**src/rtl/lc3_regarb_pkg.sv**
```systemverilog
// Shared types and constants for the LC-3 register-file port arbiter.
//   regarb_state_e : arbiter FSM state (INIT clears R0..R7, RUN arbitrates)
//   DATA_W/ADDR_W  : register width and register index width
//   INIT_VALUE     : value written to every register after reset
package lc3_regarb_pkg;

    localparam int unsigned DATA_W = 16;
    localparam int unsigned ADDR_W = 3;
    localparam logic [DATA_W-1:0] INIT_VALUE = 16'h0000;

    typedef enum logic {
        ST_INIT,
        ST_RUN
    } regarb_state_e;

endpackage

```
**src/rtl/regarb_starve_counter.sv**
```systemverilog
// Saturating counter of cycles a debug request has lost arbitration.
//   clk, reset : clock, synchronous active-high reset
//   inc        : debug request pending but not accepted this cycle
//   clr        : debug transfer this cycle (dominates inc)
//   sat        : counter has reached LIMIT; debug request must be forced through
module regarb_starve_counter #(
    parameter int unsigned LIMIT = 4
) (
    input  logic clk,
    input  logic reset,
    input  logic inc,
    input  logic clr,
    output logic sat
);

    localparam int unsigned CNT_W = $clog2(LIMIT + 1);
    localparam logic [CNT_W-1:0] CNT_MAX = CNT_W'(LIMIT);

    logic [CNT_W-1:0] cnt_q, cnt_d;

    always_comb begin
        cnt_d = cnt_q;
        if (clr) begin
            cnt_d = '0;
        end else if (inc && (cnt_q != CNT_MAX)) begin
            cnt_d = cnt_q + 1'b1;
        end
    end

    always_ff @(posedge clk) begin
        if (reset) begin
            cnt_q <= '0;
        end else begin
            cnt_q <= cnt_d;
        end
    end

    assign sat = (cnt_q == CNT_MAX);

endmodule

```
**src/rtl/regfile_port_arbiter.sv**
```systemverilog
// Shares the LC-3 register file's write port and SR2 read port between the
// core datapath and a debug requester, and zero-initialises R0..R7 after reset.
//   clk, reset                      : clock, synchronous active-high reset
//   core_wr_valid/ready, core_dr,
//   core_wdata                      : core writeback request
//   core_sr2, core_sr2_use          : core SR2 read index / SR2 needed this cycle
//   core_rd_stall                   : SR2 port taken by debug, core must hold
//   dbg_valid/ready, dbg_we,
//   dbg_addr, dbg_wdata             : debug read/write request
//   dbg_rvalid, dbg_rdata           : debug read response (one cycle after grant)
//   rf_dr, rf_indata, rf_ldreg      : register file write port
//   rf_sr2, rf_sr2out               : register file SR2 read port
//   init_done                       : register initialisation has completed
module regfile_port_arbiter #(
    parameter int unsigned DATA_W       = lc3_regarb_pkg::DATA_W,
    parameter int unsigned ADDR_W       = lc3_regarb_pkg::ADDR_W,
    parameter int unsigned NUM_REGS     = 2 ** ADDR_W,
    parameter logic [DATA_W-1:0] INIT_VALUE = lc3_regarb_pkg::INIT_VALUE,
    parameter int unsigned STARVE_LIMIT = 4
) (
    input  logic              clk,
    input  logic              reset,
    input  logic              core_wr_valid,
    output logic              core_wr_ready,
    input  logic [ADDR_W-1:0] core_dr,
    input  logic [DATA_W-1:0] core_wdata,
    input  logic [ADDR_W-1:0] core_sr2,
    input  logic              core_sr2_use,
    output logic              core_rd_stall,
    input  logic              dbg_valid,
    output logic              dbg_ready,
    input  logic              dbg_we,
    input  logic [ADDR_W-1:0] dbg_addr,
    input  logic [DATA_W-1:0] dbg_wdata,
    output logic              dbg_rvalid,
    output logic [DATA_W-1:0] dbg_rdata,
    output logic [ADDR_W-1:0] rf_dr,
    output logic [DATA_W-1:0] rf_indata,
    output logic              rf_ldreg,
    output logic [ADDR_W-1:0] rf_sr2,
    input  logic [DATA_W-1:0] rf_sr2out,
    output logic              init_done
);

    import lc3_regarb_pkg::*;

    localparam logic [ADDR_W-1:0] LAST_PTR = ADDR_W'(NUM_REGS - 1);

    regarb_state_e     state_q, state_d;
    logic [ADDR_W-1:0] init_ptr_q, init_ptr_d;
    logic              init_done_q, init_done_d;
    logic              dbg_rvalid_q, dbg_rvalid_d;
    logic [DATA_W-1:0] dbg_rdata_q, dbg_rdata_d;

    logic run;
    logic starved;
    logic starve_inc, starve_clr;
    logic dbg_wr_fire, dbg_rd_grant, core_wr_fire;

    regarb_starve_counter #(
        .LIMIT (STARVE_LIMIT)
    ) u_starve (
        .clk   (clk),
        .reset (reset),
        .inc   (starve_inc),
        .clr   (starve_clr),
        .sat   (starved)
    );

    always_comb begin
        // Outputs are gated with reset directly because state_q only
        // returns to INIT at the edge that samples reset.
        run = !reset && (state_q == ST_RUN);

        // Debug reads use SR2 and debug writes use the write port, so each
        // kind only contends with the matching core request.
        core_wr_ready = run && !(starved && dbg_valid && dbg_we);
        dbg_ready     = run && (starved || (dbg_we ? !core_wr_valid : !core_sr2_use));

        core_wr_fire  = core_wr_valid && core_wr_ready;
        dbg_wr_fire   = dbg_valid && dbg_we && dbg_ready;
        dbg_rd_grant  = dbg_valid && !dbg_we && dbg_ready;
        core_rd_stall = dbg_rd_grant && core_sr2_use;

        starve_inc = dbg_valid && !dbg_ready;
        starve_clr = dbg_valid && dbg_ready;

        rf_sr2    = dbg_rd_grant ? dbg_addr : core_sr2;
        rf_ldreg  = 1'b0;
        rf_dr     = core_dr;
        rf_indata = core_wdata;
        if (!reset && (state_q == ST_INIT)) begin
            rf_ldreg  = 1'b1;
            rf_dr     = init_ptr_q;
            rf_indata = INIT_VALUE;
        end else if (core_wr_fire) begin
            rf_ldreg  = 1'b1;
        end else if (dbg_wr_fire) begin
            rf_ldreg  = 1'b1;
            rf_dr     = dbg_addr;
            rf_indata = dbg_wdata;
        end

        state_d     = state_q;
        init_ptr_d  = init_ptr_q;
        init_done_d = init_done_q;
        if (state_q == ST_INIT) begin
            init_ptr_d = init_ptr_q + 1'b1;
            if (init_ptr_q == LAST_PTR) begin
                state_d     = ST_RUN;
                init_done_d = 1'b1;
            end
        end

        // Register file is read before its write lands: no bypass.
        dbg_rvalid_d = dbg_rd_grant;
        dbg_rdata_d  = dbg_rd_grant ? rf_sr2out : dbg_rdata_q;
    end

    always_ff @(posedge clk) begin
        if (reset) begin
            state_q      <= ST_INIT;
            init_ptr_q   <= '0;
            init_done_q  <= 1'b0;
            dbg_rvalid_q <= 1'b0;
            dbg_rdata_q  <= '0;
        end else begin
            state_q      <= state_d;
            init_ptr_q   <= init_ptr_d;
            init_done_q  <= init_done_d;
            dbg_rvalid_q <= dbg_rvalid_d;
            dbg_rdata_q  <= dbg_rdata_d;
        end
    end

    assign init_done  = init_done_q;
    assign dbg_rvalid = dbg_rvalid_q;
    assign dbg_rdata  = dbg_rdata_q;

endmodule

```
**config.mk**
```make
export PLATFORM = sky130hd
export DESIGN_NAME = regfile_port_arbiter
export DESIGN_NICKNAME = d
export VERILOG_FILES = /design/src/rtl/lc3_regarb_pkg.sv /design/src/rtl/regarb_starve_counter.sv /design/src/rtl/regfile_port_arbiter.sv
export SDC_FILE = /design/constraint.sdc
export NUM_CORES = 1
export LEC_CHECK = 0
export BUFFER_PORTS_ARGS = -buffer_cell sky130_fd_sc_hd__buf_2
export CAP_MARGIN = 40
export CELL_PAD_IN_SITES_DETAIL_PLACEMENT = 1
export CELL_PAD_IN_SITES_GLOBAL_PLACEMENT = 1
export CORE_MARGIN = 1
export CORE_UTILIZATION = 25
export CTS_BUF_LIST = sky130_fd_sc_hd__clkbuf_16
export DETAILED_ROUTE_END_ITERATION = 12
export HOLD_SLACK_MARGIN = 0.08
export PLACE_DENSITY_LB_ADDON = 0.1
export SLEW_MARGIN = 20
export SYNTH_ARGS = -nofsm -noshare
export SYNTH_HDL_FRONTEND = slang
export SYNTH_SLANG_ARGS = --single-unit
```
**constraint.sdc**
```tcl
create_clock -name clk -period 1.7 [get_ports clk]
set_clock_uncertainty 0.15 [all_clocks]
set_input_delay 0.17 -clock clk [delete_from_list [all_inputs] [get_ports clk]]
set_output_delay 0.17 -clock clk [all_outputs]
set_load 0.1 [all_outputs]
```
==> flow_metrics.env <==
export IMPL_maxCapViolCount=0
export IMPL_rr_startpoint="u_starve.cnt_q[1]"
export IMPL_yosysWarnings=0
export IMPL_cpLargestDelayFamily="buffers and inverters"
export IMPL_worst_slew_pin_transition_ps=498.8
export IMPL_critPathLaunch="u_starve.cnt_q[1]"
export IMPL_cellInternalPower_uw=1254
export IMPL_start_util_pct=26.38
export IMPL_cp_start_kind="flop"
export IMPL_finalNonFillerCells=424
export IMPL_slew_violations=0
export IMPL_final_area_mm2=0.003391
export IMPL_grt_use_total_pct=18.68
export IMPL_boundaryPins=107
export IMPL_regToRegEndpoint="dbg_rdata[11]"
export IMPL_final_wirelength_um=6508
export IMPL_yosys_register_bits=25
export IMPL_syn_to_final_growth_pct=112.0
export IMPL_detail_route_vias_per_cell=4.969
export IMPL_gp_congestion=0.7229
export IMPL_synth_compound_area_share_pct=30.52
export IMPL_rsz0062_at_grt="true"
export IMPL_fmax_mhz=500.0
export IMPL_post_synth_inst_count=208
export IMPL_design_die_area_mm2=0.006720
export IMPL_timing_slew_headroom_pct=66.97
export IMPL_tritoncts="done"
export IMPL_post_synthesis_cell_type_count=37
export IMPL_sw_share_pct=35.26
export IMPL_leakage_uw=0.001373
export IMPL_ant_nets=0
export IMPL_master_of_the_slowest_instance_on_the_critical_path="dfxtp_2"
export IMPL_synth_adder_area_share_pct=3.130
export IMPL_crit_path_end_kind="output pin"
export IMPL_routed_length_per_placed_instance_um=15.35
export IMPL_synth_nets=275
export IMPL_synth_simple_gate_area_share_pct=21.36
export IMPL_place_port_buffers=106
export IMPL_synth_sequential_area_ratio_pct=31.30
export IMPL_cp_required_ps=1380
export IMPL_timing_setup_critical_path_class="flop to output pin"
export IMPL_place_hpwl_um=4910
export IMPL_clock_sinks=25
export IMPL_p_sw_uw=683.1
export IMPL_detailed_place_area_mm2=0.002977
export IMPL_hold_path_class="primary input to flop"
export IMPL_remaining_drc_errors=0
export IMPL_postSynthAreaPerCell_um2=7.688
export IMPL_netlist_area_mm2=0.001599
export IMPL_drtIter0Drc=29
export IMPL_worst_path_buf_inv=3
export IMPL_clock_latency_ps=250
export IMPL_via_count=2107
export IMPL_finalWorstSetupSlack_ps=-300.0
export IMPL_master_cell_of_the_clock_root_buffer="clkbuf_16"
export IMPL_post_route_min_period_ps=2000
export IMPL_global_route_overflow_total=0
export IMPL_hold_violations=0
export IMPL_maximum_number_of_pins_on_one_net_before_global_route_repair=20
export IMPL_arrival_time_worst_endpoint_ps=1680
export IMPL_violations_in_the_final_reports="setup timing"
export IMPL_crit_chain="inv_2 > ha_4 > a21bo_2 > buf_12 > nand3_1 > a21oi_4 > buf_12"
export IMPL_cts_reportedPaths_clkPinSlew_ps=60
export IMPL_fraction_of_final_layout_cells_with_drive_strength_greater_than_1_pct=56.16
export IMPL_vias_in_the_first_global_route=2138
export IMPL_place_worst_setup_slack_ps=-102.7
export IMPL_pwr_share_clk_pct=26.8
export IMPL_finalSetupViolCount=24
export IMPL_tritoncts_num_buffers=3
export IMPL_power_per_cell_area_mw_per_mm2=571.4
export IMPL_worstSetupPathDepth=7
export IMPL_vdd_ir_drop_worst_mv=0.5313
export IMPL_comb_power_share_pct=41.8
export IMPL_total_power_uw=1937
export IMPL_grt_antenna_before_repair=0
export IMPL_drt_pass1_iterations=4
export IMPL_dieWidth_um=81.98
export IMPL_clock_path_buffers=2
export IMPL_num_rows=28
export IMPL_rrSetupSlack_ps=120
export IMPL_worst_path_largest_cell_delay_ps=330
export IMPL_post_synth_xor_area_fraction_pct=0.5477
export IMPL_final_min_period_over_clock_period_pct=117.6
export IMPL_endpoint="rf_indata[12]"
export IMPL_critical_path_fanout_max=19
export IMPL_die_h_um=81.98
export IMPL_fin_nets=417
export IMPL_crit_path_frequent_cell="buf_12"
export IMPL_dp_cells=398
export IMPL_worst_r2r_cell_count=7
export IMPL_seq_power_share_pct=31.4
export IMPL_outcome="finished with violations"
export IMPL_wire_length_of_the_first_global_routing_pass_um=9887
export IMPL_cts_htree_levels=1
export IMPL_synth_top_family_by_area="compound AO/OA/AOI/OAI gates"
export IMPL_placeableCoreArea_mm2=0.006061
export IMPL_num_antenna_cells=0
export IMPL_yosys_mux_area_fraction_pct=4.069
layout make-up:
| class | instances | area [um^2] |
|---|---|---|
| fillers | 704 | 2670 |
| well taps | 75 | 93.84 |
| flip-flops and latches | 25 | 506.7 |
| multi-input cells | 159 | 1279 |
| clock inverters | 1 | 7.507 |
| inverters | 3 | 11.26 |
| clock buffers | 3 | 75.07 |
| repair buffers | 158 | 1418 |
repair_timing:
| action | CTS | global route |
|---|---|---|
| setup endpoints to repair | 26 | 37 |
| pin swaps | 6 | 4 |
| gates resized for setup | 35 | 12 |
| hold endpoints to repair | 16 | 0 |
| setup buffers | 5 | 1 |
| hold buffers | 16 | 0 |
| gates cloned | 1 | 0 |
sequential cells by signal, indices dropped and copies added, names as in the netlist:
name	flops
init_done	1
state_q	1
dbg_rdata	16
init_ptr_q	3
dbg_rvalid	1
u_starve.cnt_q	3
synth_stat cells:
cell type / n / area (um^2)
a2111oi_2: 1 / 15.01
a211oi_1: 1 / 7.510
a21bo_2: 2 / 20.02
a21boi_2: 2 / 22.52
a21o_1: 1 / 7.510
a21oi_1: 37 / 185.2
a31oi_1: 1 / 6.260
a41oi_1: 1 / 8.760
and3_1: 1 / 6.260
and4b_1: 1 / 10.01
and4bb_1: 1 / 12.51
buf_1: 1 / 3.750
buf_2: 5 / 25.02
buf_4: 8 / 60.06
buf_6: 2 / 22.52
clkbuf_1: 2 / 7.510
clkbuf_2: 3 / 15.01
dfxtp_1: 25 / 500.5
ha_1: 4 / 50.05
inv_1: 3 / 11.26
mux2_2: 4 / 45.04
mux2i_1: 2 / 20.02
nand2_1: 6 / 22.52
nand2b_1: 2 / 12.51
nand3_1: 35 / 175.2
nand3b_1: 1 / 7.510
nand4_1: 2 / 12.51
nand4b_1: 1 / 8.760
nand4bb_4: 1 / 27.53
nor2_1: 9 / 33.78
nor2_2: 2 / 12.51
o2111ai_1: 1 / 8.760
o211ai_1: 3 / 22.52
o21ai_0: 34 / 170.2
o21ai_1: 1 / 5.000
o31a_1: 1 / 8.760
xor2_1: 1 / 8.760
how the worst min path moves through the flow:
stage,from,to,depth (start not counted)
2_1_floorplan,rf_sr2out[0],dbg_rdata[0],2
3_3_place_gp,rf_sr2out[4],dbg_rdata[4],3
3_5_place_dp,rf_sr2out[11],dbg_rdata[11],3
4_1_cts,dbg_we,dbg_rvalid,3
5_1_grt,dbg_we,dbg_rvalid,3
6_report,dbg_we,dbg_rvalid,3
cells in the final DEF (no fill, tap or decap), drive strengths merged, types with 3 or more instances in the layout:
cell and instances:
nand2 6, mux2 4, clkbuf 3, dfxtp 25
buf 142, a21oi 37, o21ai 35, ha 4
o211ai 3, dlygate4sd3 16, nor2 11, inv 3
nand3 35
logic make-up (layout without fill, tap and decap cells):
kind of cell	after synthesis	after routing
xor+xnor	1	1
mux	6	6
simple gates	62	62
buf+inv	24	165
flops	25	25
compound gates	86	86
fa+ha+maj	4	4
worst register-to-register path, cell delays in order, from the launching register on:
cell	delay [ps]
dfxtp_2	340
inv_2	50
ha_4	180
buf_4	160
a21bo_4	220
buf_4	190
nand3_1	120
a21oi_1	60
power groups by stage:
stage,Clock [uW],Combinational [uW],Sequential [uW]
final,519,809,609
after floorplan,0,437,623
after detailed placement,0,738,623
after CTS,540,814,609
after global placement,0,733,622
after global routing,563,850,610
routing by layer:
| layer | track usage, % | vias to the layer above | part of all wire (%) | routed length [um] |
|---|---|---|---|---|
| li1 | - | 1045 | - | - |
| met1 | 21.74 | 992 | 42 | 2712 |
| met2 | 35.95 | 68 | 52 | 3353 |
| met3 | 2.444 | 2 | 6.5 | 425 |
| met4 | 3.509 | 0 | 0.25 | 16 |
| met5 | 0 | - | 0 | 0 |
through the flow:
step | util, % | TNS [ps] | hold WS [ps]
after floorplan | - | -9224 | 167.7
after global placement | 49.11 | -599.6 | 276.0
after detailed placement | 49.11 | -1389 | 284.9
after CTS | 55.59 | -6318 | 105.4
after global routing | 55.95 | -7476 | 122.5
final | 55.95 | -5916 | 111.7
(Power assumes the default switching activity.)
